[src/rtl/fs_serial_if.sv]
// rtl/fs_serial_if.sv - request/result bundle for the bit-serial subtractor
interface fs_serial_if #(
  parameter int WIDTH = 4
);
  logic             start;
  logic [WIDTH-1:0] a;
  logic [WIDTH-1:0] b;
  logic             bi;
  logic             busy;
  logic             done;
  logic [WIDTH-1:0] d;
  logic             bo;

  modport master (output start, a, b, bi, input busy, done, d, bo);
  modport slave  (input start, a, b, bi, output busy, done, d, bo);
endinterface

[src/rtl/fs_serial.sv]
// rtl/fs_serial.sv - bit-serial full subtractor, LSB first, start/busy/done handshake
module fs_serial #(
  parameter int WIDTH = 4
) (
  input  logic        clk,
  input  logic        rst_n,
  fs_serial_if.slave  io
);
  localparam int CW = (WIDTH > 1) ? $clog2(WIDTH) : 1;

  typedef enum logic [1:0] {IDLE = 2'd0, RUN = 2'd1, DONE = 2'd2} state_t;

  state_t           state_q, state_d;
  logic [WIDTH-1:0] a_q, a_d;
  logic [WIDTH-1:0] b_q, b_d;
  logic [WIDTH-1:0] res_q, res_d;
  logic [WIDTH-1:0] d_q, d_d;
  logic [CW-1:0]    cnt_q, cnt_d;
  logic             br_q, br_d;
  logic             bo_q, bo_d;

  logic             diff_bit;
  logic             br_next;
  logic [WIDTH-1:0] res_shift;

  // Operands shift right so bit 0 is always the bit under work.
  assign diff_bit  = a_q[0] ^ b_q[0] ^ br_q;
  assign br_next   = (~a_q[0] & b_q[0]) | (~a_q[0] & br_q) | (b_q[0] & br_q);
  assign res_shift = (res_q >> 1) | {diff_bit, {(WIDTH-1){1'b0}}};

  always_comb begin
    state_d = state_q;
    a_d     = a_q;
    b_d     = b_q;
    res_d   = res_q;
    d_d     = d_q;
    cnt_d   = cnt_q;
    br_d    = br_q;
    bo_d    = bo_q;
    case (state_q)
      IDLE: begin
        if (io.start) begin
          a_d     = io.a;
          b_d     = io.b;
          br_d    = io.bi;
          res_d   = '0;
          cnt_d   = '0;
          state_d = RUN;
        end
      end
      RUN: begin
        a_d   = a_q >> 1;
        b_d   = b_q >> 1;
        br_d  = br_next;
        res_d = res_shift;
        cnt_d = cnt_q + CW'(1);
        if (cnt_q == CW'(WIDTH - 1)) begin
          d_d     = res_shift;
          bo_d    = br_next;
          state_d = DONE;
        end
      end
      default: state_d = IDLE;
    endcase
  end

  always_ff @(posedge clk or negedge rst_n) begin
    if (!rst_n) begin
      state_q <= IDLE;
      a_q     <= '0;
      b_q     <= '0;
      res_q   <= '0;
      d_q     <= '0;
      cnt_q   <= '0;
      br_q    <= 1'b0;
      bo_q    <= 1'b0;
    end else begin
      state_q <= state_d;
      a_q     <= a_d;
      b_q     <= b_d;
      res_q   <= res_d;
      d_q     <= d_d;
      cnt_q   <= cnt_d;
      br_q    <= br_d;
      bo_q    <= bo_d;
    end
  end

  assign io.busy = (state_q == RUN);
  assign io.done = (state_q == DONE);
  assign io.d    = d_q;
  assign io.bo   = bo_q;
endmodule

[src/flat_wrapper.sv]
// flat-port wrapper written by rule: the top's interface ports become plain ports
module fs_serial_flat 
#(
  parameter int WIDTH = 4
)
  (clk, rst_n, io_start, io_a, io_b, io_bi, io_busy, io_done, io_d, io_bo);
  fs_serial_if #(.WIDTH(WIDTH)) io_i ();
  input  logic clk;
  input  logic rst_n;
  input wire logic [$bits(io_i.start)-1:0] io_start;
  input wire logic [$bits(io_i.a)-1:0] io_a;
  input wire logic [$bits(io_i.b)-1:0] io_b;
  input wire logic [$bits(io_i.bi)-1:0] io_bi;
  output wire logic [$bits(io_i.busy)-1:0] io_busy;
  output wire logic [$bits(io_i.done)-1:0] io_done;
  output wire logic [$bits(io_i.d)-1:0] io_d;
  output wire logic [$bits(io_i.bo)-1:0] io_bo;
  assign io_i.start = io_start;
  assign io_i.a = io_a;
  assign io_i.b = io_b;
  assign io_i.bi = io_bi;
  assign io_busy = io_i.busy;
  assign io_done = io_i.done;
  assign io_d = io_i.d;
  assign io_bo = io_i.bo;
  fs_serial #(.WIDTH(WIDTH)) u_core (.clk(clk), .rst_n(rst_n), .io(io_i));
endmodule
[config.mk]
export PLATFORM = sky130hd
export DESIGN_NAME = fs_serial_flat
export DESIGN_NICKNAME = d
export VERILOG_FILES = /design/src/rtl/fs_serial_if.sv /design/src/rtl/fs_serial.sv /design/src/flat_wrapper.sv
export SDC_FILE = /design/constraint.sdc
export NUM_CORES = 1
export LEC_CHECK = 0
export BUFFER_PORTS_ARGS = -buffer_cell sky130_fd_sc_hd__clkbuf_2
export CAP_MARGIN = 10
export CELL_PAD_IN_SITES_DETAIL_PLACEMENT = 1
export CELL_PAD_IN_SITES_GLOBAL_PLACEMENT = 1
export CORE_MARGIN = 8
export CORE_UTILIZATION = 40
export CTS_BUF_LIST = sky130_fd_sc_hd__clkbuf_4 sky130_fd_sc_hd__clkbuf_8
export DETAILED_ROUTE_END_ITERATION = 7
export PLACE_DENSITY_LB_ADDON = 0.1
export SLEW_MARGIN = 20
export SYNTH_ARGS = -nofsm -noshare
export SYNTH_HDL_FRONTEND = slang
export SYNTH_SLANG_ARGS = --single-unit
[constraint.sdc]
create_clock -name clk -period 1.6 [get_ports clk]
set_input_delay 0.32 -clock clk [delete_from_list [all_inputs] [get_ports clk]]
set_output_delay 0.32 -clock clk [all_outputs]
set_load 0.1 [all_outputs]
==> impl_metrics.csv, run 1 <==
group,metric,value,unit
clock_network,clkTransAtPathRegs,0.12,ns
sta,fin_skew,0.00161,ns
floorplanning,rows,17,
critical_path,cp-endpoint,"io_busy",
logic_synthesis,syn_inst,80,
layout,multi_input_area,362,µm²
critical_path,r2r_start,"u_core.state_q[1]$_DFFE_PN0P_",
place,hpwlAfterDp,1480,µm
clock_network,cts_buffers,3,
sta,worst_slew_pin_slew,0.542,ns
status,outcome,"finished, final reports clean",
floorplanning,core_region_area,2210,µm²
route,first_pass_iters,4,
route,vias,701,
sta,slew_violations,0,
layout,antenna_cells,0,
logic_synthesis,synth_fa_ha_area_frac,0.0350,
logic_synthesis,synth.area.mux_share,0.0485,
floorplanning,die_y,64.2,µm
floorplanning,die-area,4120,µm²
global_routing,overflow,0,
clock_network,cts_tree,"built",
layout,fillers,256,
critical_path,critPathMaxFanout,11,
place,place_congestion,0.718,
clock_network,htreeDepth,1,
logic_synthesis,synthFlopType,"dfrtp_1",
logic_synthesis,yosysUniqueCellTypes,21,
critical_path,worstPathArrival,1.20,ns
layout,regArea,526,µm²
logic_synthesis,synth_seq_cells,21,
critical_path,startpoint_type,"flip-flop",
clock_network,cts_sinks,21,
sta,min_period,1.52,ns
critical_path,required,1.28,ns
route,drc,0,
logic_synthesis,synth_top_family_by_area,"compound AO/OA/AOI/OAI gates",
layout,layout-drive-gt1-share,0.282,
critical_path,r2r_setup_slack,0.31,ns
clock_network,insertion_delay,0.30,ns
layout,layout.cells.non_filler,131,
layout,syn_to_final_growth,21.7,%
route,avgViaCountPerCell,5.35,
critical_path,cp-end-kind,"primary output",
hold_path,hp-class,"in2reg",
logic_synthesis,netlist_area,930,µm²
flow_run,drv_cap,0,
logic_synthesis,synth_xor_area_frac,0,
logic_synthesis,synth_compound_area_frac,0.192,
global_routing,track_usage,0.108,
logic_synthesis,synth_nets,94,
place,port_buffers,18,
clock_network,root_buffer,"clkbuf_4",
sta,finalSetupTns,0,ns
floorplanning,die_x,64.2,µm
clock_network,clock_path_buffers,2,
route,routed_wl,2010,µm
logic_synthesis,yosysWarnings,0,
sta,rsz0062_at_grt,"false",
global_routing,grt_start_max_net_pins,22,
global_routing,antenna_found_initial,0,
sta,period_share,0.953,
floorplanning,start_util,0.420,
critical_path,startpoint,"u_core.state_q[0]$_DFFE_PN0P_",
logic_synthesis,yosys.area_share.simple,0.105,
layout,fin_nets,118,
critical_path,crit_type,"reg2out",
logic_synthesis,synth_edf_count,0,
route,drtIter0Drc,23,
sta,slew_headroom,0.640,
sta,setup_viol,0,
logic_synthesis,avgSynthCellArea,11.6,µm²
sta,clock.fmax,656,MHz
route,drtAntennaViolNets,0,
critical_path,r2r_cells,4,
logic_synthesis,ys_seq_area_frac,0.565,
hold_path,hold_depth,3,
logic_synthesis,postSynth.asyncResetShare,1.00,
sta,finalHoldViolCount,0,
place,place_inst,125,
layout,postLayoutCellArea,1130,µm²
floorplanning,ios,19,
layout,fin_util,0.511,
route,routedWlPerCell,15.3,µm
place,post_dp_cell_area,1080,µm²
critical_path,r2r_end,"u_core.br_q$_DFFE_PN0P_",
global_routing,grt_pass1_vias,759,
global_routing,grt_pass1_wl,3570,µm
==> worst max-delay path, cell delays in order, from the launching register on <==
cell	delay, ns
dfrtp_1	0.38
buf_6	0.14
nand2b_1	0.08
inv_2	0.11
buf_12	0.18
==> sequential cells by signal, indices dropped and copies added (netlist names) <==
register        flops
u_core.res_q        3
u_core.b_q          4
u_core.cnt_q        2
u_core.state_q      2
u_core.io.bo        1
u_core.a_q          4
u_core.io.d         4
u_core.br_q         1
==> final cells by class <==
class | count | share of cell area
clock buffer | 4 | 0.0265
inverter | 4 | 0.0133
multi-input combinational | 51 | 0.320
sequential | 21 | 0.465
tap | 28 | 0.0310
timing repair buffer | 23 | 0.145
==> Yosys cell counts, types with 2 or more instances <==
master	count	area [µm²]
a22o_1	3	26.3
buf_6	2	22.5
dfrtp_1	21	526
inv_1	3	11.3
mux2_1	4	45.0
nand2_1	5	18.8
nand2b_1	2	12.5
nor2_1	9	33.8
o21ai_0	7	35.0
o22ai_1	7	43.8
o32ai_1	7	61.3
==> cell usage in the layout, fill, tap and decap left out <==
cell / count
a21oi_1: 1
a22o_1: 3
buf_12: 2
buf_4: 3
buf_6: 1
clkbuf_2: 16
clkbuf_4: 4
dfrtp_1: 21
dlygate4sd3_1: 1
fa_1: 1
ha_1: 1
inv_1: 3
inv_2: 1
mux2_1: 4
nand2_1: 5
nand2b_1: 2
nand3b_4: 1
nor2_1: 8
nor2_4: 1
nor2b_1: 1
o21ai_0: 7
o21bai_1: 1
o22ai_1: 7
o32ai_1: 7
or2_1: 1
==> metal layers <==
metal  global-route usage  part of all wire  vias to the layer above
met5                    0                 0                        -
met4               0.0572            0.0070                        0
met2                0.173              0.49                       11
met1                0.127              0.45                      351
li1                     -                 -                      337
met3               0.0331             0.050                        2
==> per-stage QoR <==
step	setup WS (ns)	hold slack, ns
4_1_cts	0.0408	0.230
6_report	0.0758	0.229
3_3_place_gp	0.349	0.330
3_5_place_dp	0.327	0.327
2_1_floorplan	0.135	0.0244
5_1_grt	0.00156	0.232
==> repair_timing <==
item / in CTS / in global routing
buffers inserted: 1 / 0
resized for setup: 0 / 1
cloned: 0 / 0
pin swaps: 0 / 0
endpoints found under the hold margin: 21 / 0
endpoints found under the setup margin: 1 / 1
hold buffers: 1 / 0
==> worst min-delay path by stage <==
stage / start / endpoint / slack [ns]
after global placement: rst_n / u_core.cnt_q[1]$_DFFE_PN0P_ / 0.33
after CTS: io_a[3] / u_core.a_q[3]$_DFFE_PN0P_ / 0.23
after global routing: io_a[3] / u_core.a_q[3]$_DFFE_PN0P_ / 0.23
after floorplan: rst_n / u_core.a_q[0]$_DFFE_PN0P_ / 0.02
final: io_b[3] / u_core.b_q[3]$_DFFE_PN0P_ / 0.23
after detailed placement: rst_n / u_core.cnt_q[1]$_DFFE_PN0P_ / 0.33
==> logic make-up (layout without fill, tap and decap cells) <==
| kind of cell | after synthesis | in the layout |
|---|---|---|
| AO/OA/AOI/OAI | 26 | 26 |
| AND/OR/NAND/NOR | 19 | 19 |
| adder cells (fa/ha/maj) | 2 | 2 |
| buffers and inverters | 8 | 31 |
| multiplexers | 4 | 4 |
| flip-flops | 21 | 21 |
Power of run 1 is left out: the tool's default activity adds up to more than one toggle a clock period on the data nets, which glitch-free logic cannot reach.
==> run 2, diff against run 1 <==
--- a/config.mk
+++ b/config.mk
@@ -14,6 +14,7 @@
 export CTS_BUF_LIST = sky130_fd_sc_hd__clkbuf_4 sky130_fd_sc_hd__clkbuf_8
 export DETAILED_ROUTE_END_ITERATION = 7
 export PLACE_DENSITY_LB_ADDON = 0.1
+export SETUP_SLACK_MARGIN = 0.3
 export SLEW_MARGIN = 20
 export SYNTH_ARGS = -nofsm -noshare
 export SYNTH_HDL_FRONTEND = slang
==> run 2 against run 1 <==
Net effect:
- core utilization is 7.8 points higher
- wire length is 21% higher
- first-iteration DRC count is 26% lower
- maximum frequency is 0.47% higher
- highest routed layer unchanged
==> impl_metrics.csv, run 2 (same netlist as run 1, synthesis figures left out) <==
group,metric,value,unit
layout,multi_input_area,402,µm²
critical_path,cp-end-kind,"primary output",
route,routed_wl,2420,µm
clock_network,clkTransAtPathRegs,0.12,ns
layout,final_cell_mix,"dfrtp_1 (19), clkbuf_2 (11), buf_4 (11), nor2_1 (8)",
sta,setup_viol,0,
sta,worst_slew_pin_slew,0.542,ns
clock_network,clock_path_buffers,2,
sta,finalSetupTns,0,ns
critical_path,startpoint_type,"flip-flop",
layout,layout-drive-gt1-share,0.442,
global_routing,grt_pass1_wl,3840,µm
route,drtIter0Drc,17,
global_routing,grt_pass1_vias,821,
global_routing,antenna_found_initial,0,
place,place_congestion,0.709,
place,hpwlAfterDp,1580,µm
floorplanning,die-area,4120,µm²
route,drtAntennaViolNets,0,
global_routing,grt_start_max_net_pins,22,
layout,fin_nets,128,
place,post_dp_cell_area,1070,µm²
route,routedWlPerCell,17.2,µm
place,place_ws,0.302,ns
layout,regArea,528,µm²
floorplanning,die_y,64.2,µm
layout,antenna_cells,0,
floorplanning,core_region_area,2210,µm²
route,avgViaCountPerCell,5.27,
sta,min_period,1.52,ns
floorplanning,start_util,0.420,
global_routing,overflow,0,
clock_network,cts_tree,"built",
route,drc,0,
sta,setup_ws,0.0829,ns
critical_path,required,1.28,ns
power_and_ir_drop,irDropWorstVdd,1680,µV
floorplanning,ios,19,
layout,final_common_cell,"dfrtp_1",
sta,slew_violations,0,
floorplanning,rows,17,
global_routing,track_usage,0.116,
clock_network,root_buffer,"clkbuf_4",
sta,period_share,0.948,
sta,finalHoldViolCount,0,
status,outcome,"finished, final reports clean",
place,port_buffers,18,
flow_run,drv_cap,0,
route,first_pass_iters,2,
sta,rsz0062_at_grt,"true",
route,vias,743,
layout,syn_to_final_growth,40.2,%
clock_network,insertion_delay,0.30,ns
critical_path,crit_type,"reg2out",
layout,fin_util,0.589,
layout,fillers,242,
floorplanning,die_x,64.2,µm
hold_path,hp-class,"in2reg",
sta,slew_headroom,0.639,
power_and_ir_drop,p_per_area,2490,nW/µm²
layout,postLayoutCellArea,1300,µm²
clock_network,htreeDepth,1,
sta,clock.fmax,659,MHz
clock_network,cts_sinks,21,
clock_network,cts_buffers,3,
critical_path,critPathMaxFanout,5,
power_and_ir_drop,leakage,0.000615,µW
power_and_ir_drop,power,3250,µW
sta,fin_skew,0.00304,ns
critical_path,worstPathArrival,1.20,ns
==> run 2: changes by cell type in the layout (fill, tap and decap cells not counted), sizes merged <==
cell	before	now
clkinvlp	0	1
clkbuf	20	19
buf	6	16
inv	4	3
clkinv	0	1
==> run 2: metrics by stage <==
step	std cells	hold WS, ns
after floorplan	80	0.0244
after global placement	124	0.322
after detailed placement	124	0.325
after CTS	134	0.265
after global routing	141	0.271
final	141	0.272
==> run 2: final cells by class <==
cell class,instances,share of cell area
clock inverters,1,0.00384
multi-input cells,51,0.308
well taps,28,0.0269
clock buffers,3,0.0173
inverters,4,0.0163
repair buffers,33,0.223
flip-flops and latches,21,0.405
==> run 2: worst paths after layout <==
| path | startpoint | endpoint | slack, ns | depth (start not counted) |
|---|---|---|---|---|
| setup / recovery | u_core.state_q[1]$_DFFE_PN0P_ | io_done | 0.08 | 3 |
| hold / removal | io_b[3] | u_core.b_q[3]$_DFFE_PN0P_ | 0.27 | 3 |
| setup reg to reg | u_core.state_q[0]$_DFFE_PN0P_ | u_core.cnt_q[0]$_DFFE_PN0P_ | 0.30 | 4 |
| hold reg to reg | u_core.res_q[1]$_DFFE_PN0P_ | u_core.res_q[1]$_DFFE_PN0P_ | 0.53 | 1 |
| max in group asynchronous | rst_n | u_core.state_q[0]$_DFFE_PN0P_ | 0.66 | 2 |
| min in group asynchronous | rst_n | u_core.res_q[2]$_DFFE_PN0P_ | 0.55 | 2 |
==> run 2: timing repair <==
item	in CTS	in global routing
hold buffers	1	0
endpoints found under the setup margin	8	8
endpoints found under the hold margin	21	0
pin swaps	1	2
setup buffers	5	7
resized for setup	16	8
==> run 2: power breakdown <==
group	switching [µW]	leakage, µW	internal [µW]
clock network	163	0.0000177	93.0
registers	209	0.000256	782
logic	1160	0.000341	839
total	1530	0.000615	1710
==> run 2: layer usage <==
| layer | part of all wire | up-vias | routed length [µm] | track usage |
|---|---|---|---|---|
| li1 | - | 357 | - | - |
| met1 | 0.42 | 374 | 1010 | 0.127 |
| met2 | 0.53 | 10 | 1290 | 0.206 |
| met3 | 0.044 | 2 | 106 | 0.0348 |
| met4 | 0.0070 | 0 | 17 | 0.0409 |
| met5 | 0 | - | 0 | 0 |
==> run 2: worst max-delay path, cell delays in order (launching register included) <==
cell and delay [ns]:
dfrtp_2 0.45, clkinvlp_4 0.13, nor2_4 0.13, buf_12 0.18
No activity file was read; power rests on OpenSTA's default activity.
==> run 3, diff against run 2 <==
==> constraint.sdc (replaced) <==
create_clock -name clk -period 1.6 [get_ports clk]
set_input_delay 0.32 -clock clk [delete_from_list [all_inputs] [get_ports clk]]
set_output_delay 0.32 -clock clk [all_outputs]
set_load 0.005 [all_outputs]
==> run 3 against run 2 <==
Net effect:
- via count up 1.2%
- die area stayed put
- register-to-register slack got worse by 0.02 ns
- sequential share of layout area grew 1.2 points
- design area is 2.8% lower
- critical path type unchanged
==> impl_metrics.csv, run 3 (same netlist as run 1, synthesis figures left out) <==
group,metric,value,unit
clock_network,cts_tree,"built",
sta,setup_viol,0,
global_routing,grt_pass1_vias,842,
layout,syn_to_final_growth,36.3,%
floorplanning,core_region_area,2210,µm²
critical_path,critPathMaxFanout,3,
floorplanning,die_y,64.2,µm
layout,layout-drive-gt1-share,0.500,
layout,final_common_cell,"dfrtp_1",
route,drc,0,
hold_path,hp-class,"in2reg",
power_and_ir_drop,power,2570,µW
sta,setup_ws,0.201,ns
floorplanning,rows,17,
sta,finalSetupTns,0,ns
sta,slew_violations,0,
critical_path,crit_type,"reg2out",
floorplanning,die-area,4120,µm²
global_routing,track_usage,0.122,
global_routing,grt_start_max_net_pins,22,
route,drtIter0Drc,20,
critical_path,r2r_setup_slack,0.28,ns
place,place_ws,0.302,ns
sta,worst_slew_pin_slew,0.531,ns
power_and_ir_drop,leakage,0.000602,µW
layout,fin_nets,127,
critical_path,worstPathArrival,1.08,ns
place,port_buffers,18,
layout,fin_util,0.573,
power_and_ir_drop,p_per_area,2030,nW/µm²
route,first_pass_iters,2,
sta,finalHoldViolCount,0,
layout,antenna_cells,0,
status,outcome,"finished, final reports clean",
critical_path,startpoint_type,"flip-flop",
critical_path,cp-end-kind,"primary output",
clock_network,root_buffer,"clkbuf_4",
sta,rsz0062_at_grt,"true",
place,place_congestion,0.685,
route,drtAntennaViolNets,0,
layout,final_cell_mix,"dfrtp_1 (19), clkbuf_2 (17), buf_4 (11), nor2_1 (8)",
clock_network,htreeDepth,1,
sta,min_period,1.40,ns
sta,period_share,0.875,
floorplanning,ios,19,
clock_network,clock_path_buffers,2,
place,hpwlAfterDp,1640,µm
global_routing,grt_pass1_wl,4050,µm
clock_network,insertion_delay,0.29,ns
global_routing,overflow,0,
layout,fillers,245,
global_routing,antenna_found_initial,0,
sta,slew_headroom,0.646,
route,avgViaCountPerCell,5.37,
route,vias,752,
sta,fin_skew,0.00295,ns
power_and_ir_drop,irDropWorstVdd,848,µV
route,routed_wl,2430,µm
flow_run,drv_cap,0,
clock_network,clkTransAtPathRegs,0.12,ns
route,routedWlPerCell,17.3,µm
clock_network,cts_buffers,3,
floorplanning,die_x,64.2,µm
sta,clock.fmax,715,MHz
floorplanning,start_util,0.420,
clock_network,cts_sinks,21,
critical_path,required,1.28,ns
run 3: changes by cell type in the layout (fill, tap and decap cells not counted), sizes merged:
| cell | change |
|---|---|
| clkbuf | +2 |
| clkinvlp | -1 |
| clkinv | -1 |
| inv | +1 |
| buf | -2 |
run 3: area by class of cell:
class | count | area (µm²) | share of cell area
Tap cell | 28 | 35.0 | 0.0276
Timing Repair Buffer | 32 | 205 | 0.162
Multi-Input combinational cell | 51 | 452 | 0.356
Inverter | 4 | 17.5 | 0.0138
Sequential cell | 21 | 528 | 0.417
Clock buffer | 4 | 30.0 | 0.0237
run 3: repair_timing:
item                                    4_1_cts  5_1_grt
endpoints found under the setup margin        3       20
hold buffers                                  1        0
endpoints found under the hold margin        21        0
buffers inserted                              8        3
cloned                                        0        0
pin swaps                                     0       11
resized for setup                             8       17
run 3: per-stage QoR:
stage          cell area, µm²  instances  hold WS (ns)
6_report                 1270        140         0.255
3_3_place_gp             1030        124         0.321
3_5_place_dp             1030        124         0.327
2_1_floorplan             930         80        0.0244
4_1_cts                  1160        137         0.244
5_1_grt                  1270        140         0.262
run 3: routing by layer:
| metal | global-route usage | up-vias | share of wire | wire length [µm] |
|---|---|---|---|---|
| met5 | 0 | - | 0 | 0 |
| met2 | 0.208 | 13 | 0.52 | 1260 |
| met1 | 0.144 | 379 | 0.43 | 1050 |
| li1 | - | 358 | - | - |
| met4 | 0.0409 | 0 | 0.0070 | 17 |
| met3 | 0.0331 | 2 | 0.042 | 102 |
run 3: worst paths after layout:
kind / from / end / cells after the start
worst min-delay path: io_b[3] / u_core.b_q[3]$_DFFE_PN0P_ / 3
worst min register to register: u_core.io.d[3]$_DFFE_PN0P_ / u_core.io.d[3]$_DFFE_PN0P_ / 2
max in group asynchronous: rst_n / u_core.state_q[1]$_DFFE_PN0P_ / 2
min in group asynchronous: rst_n / u_core.cnt_q[0]$_DFFE_PN0P_ / 2
worst max register to register: u_core.state_q[0]$_DFFE_PN0P_ / u_core.b_q[1]$_DFFE_PN0P_ / 5
worst max-delay path: u_core.state_q[0]$_DFFE_PN0P_ / io_busy / 4
run 3: power breakdown:
part	total [µW]	internal, µW	switching [µW]
registers	977	782	195
clock network	270	114	156
logic	1330	718	609
total	2570	1610	960
run 3: worst max-delay path, cell delays in order (launching register included):
cell      delay, ns
dfrtp_2        0.45
buf_6          0.13
nand2b_4       0.07
inv_4          0.03
clkbuf_2       0.10
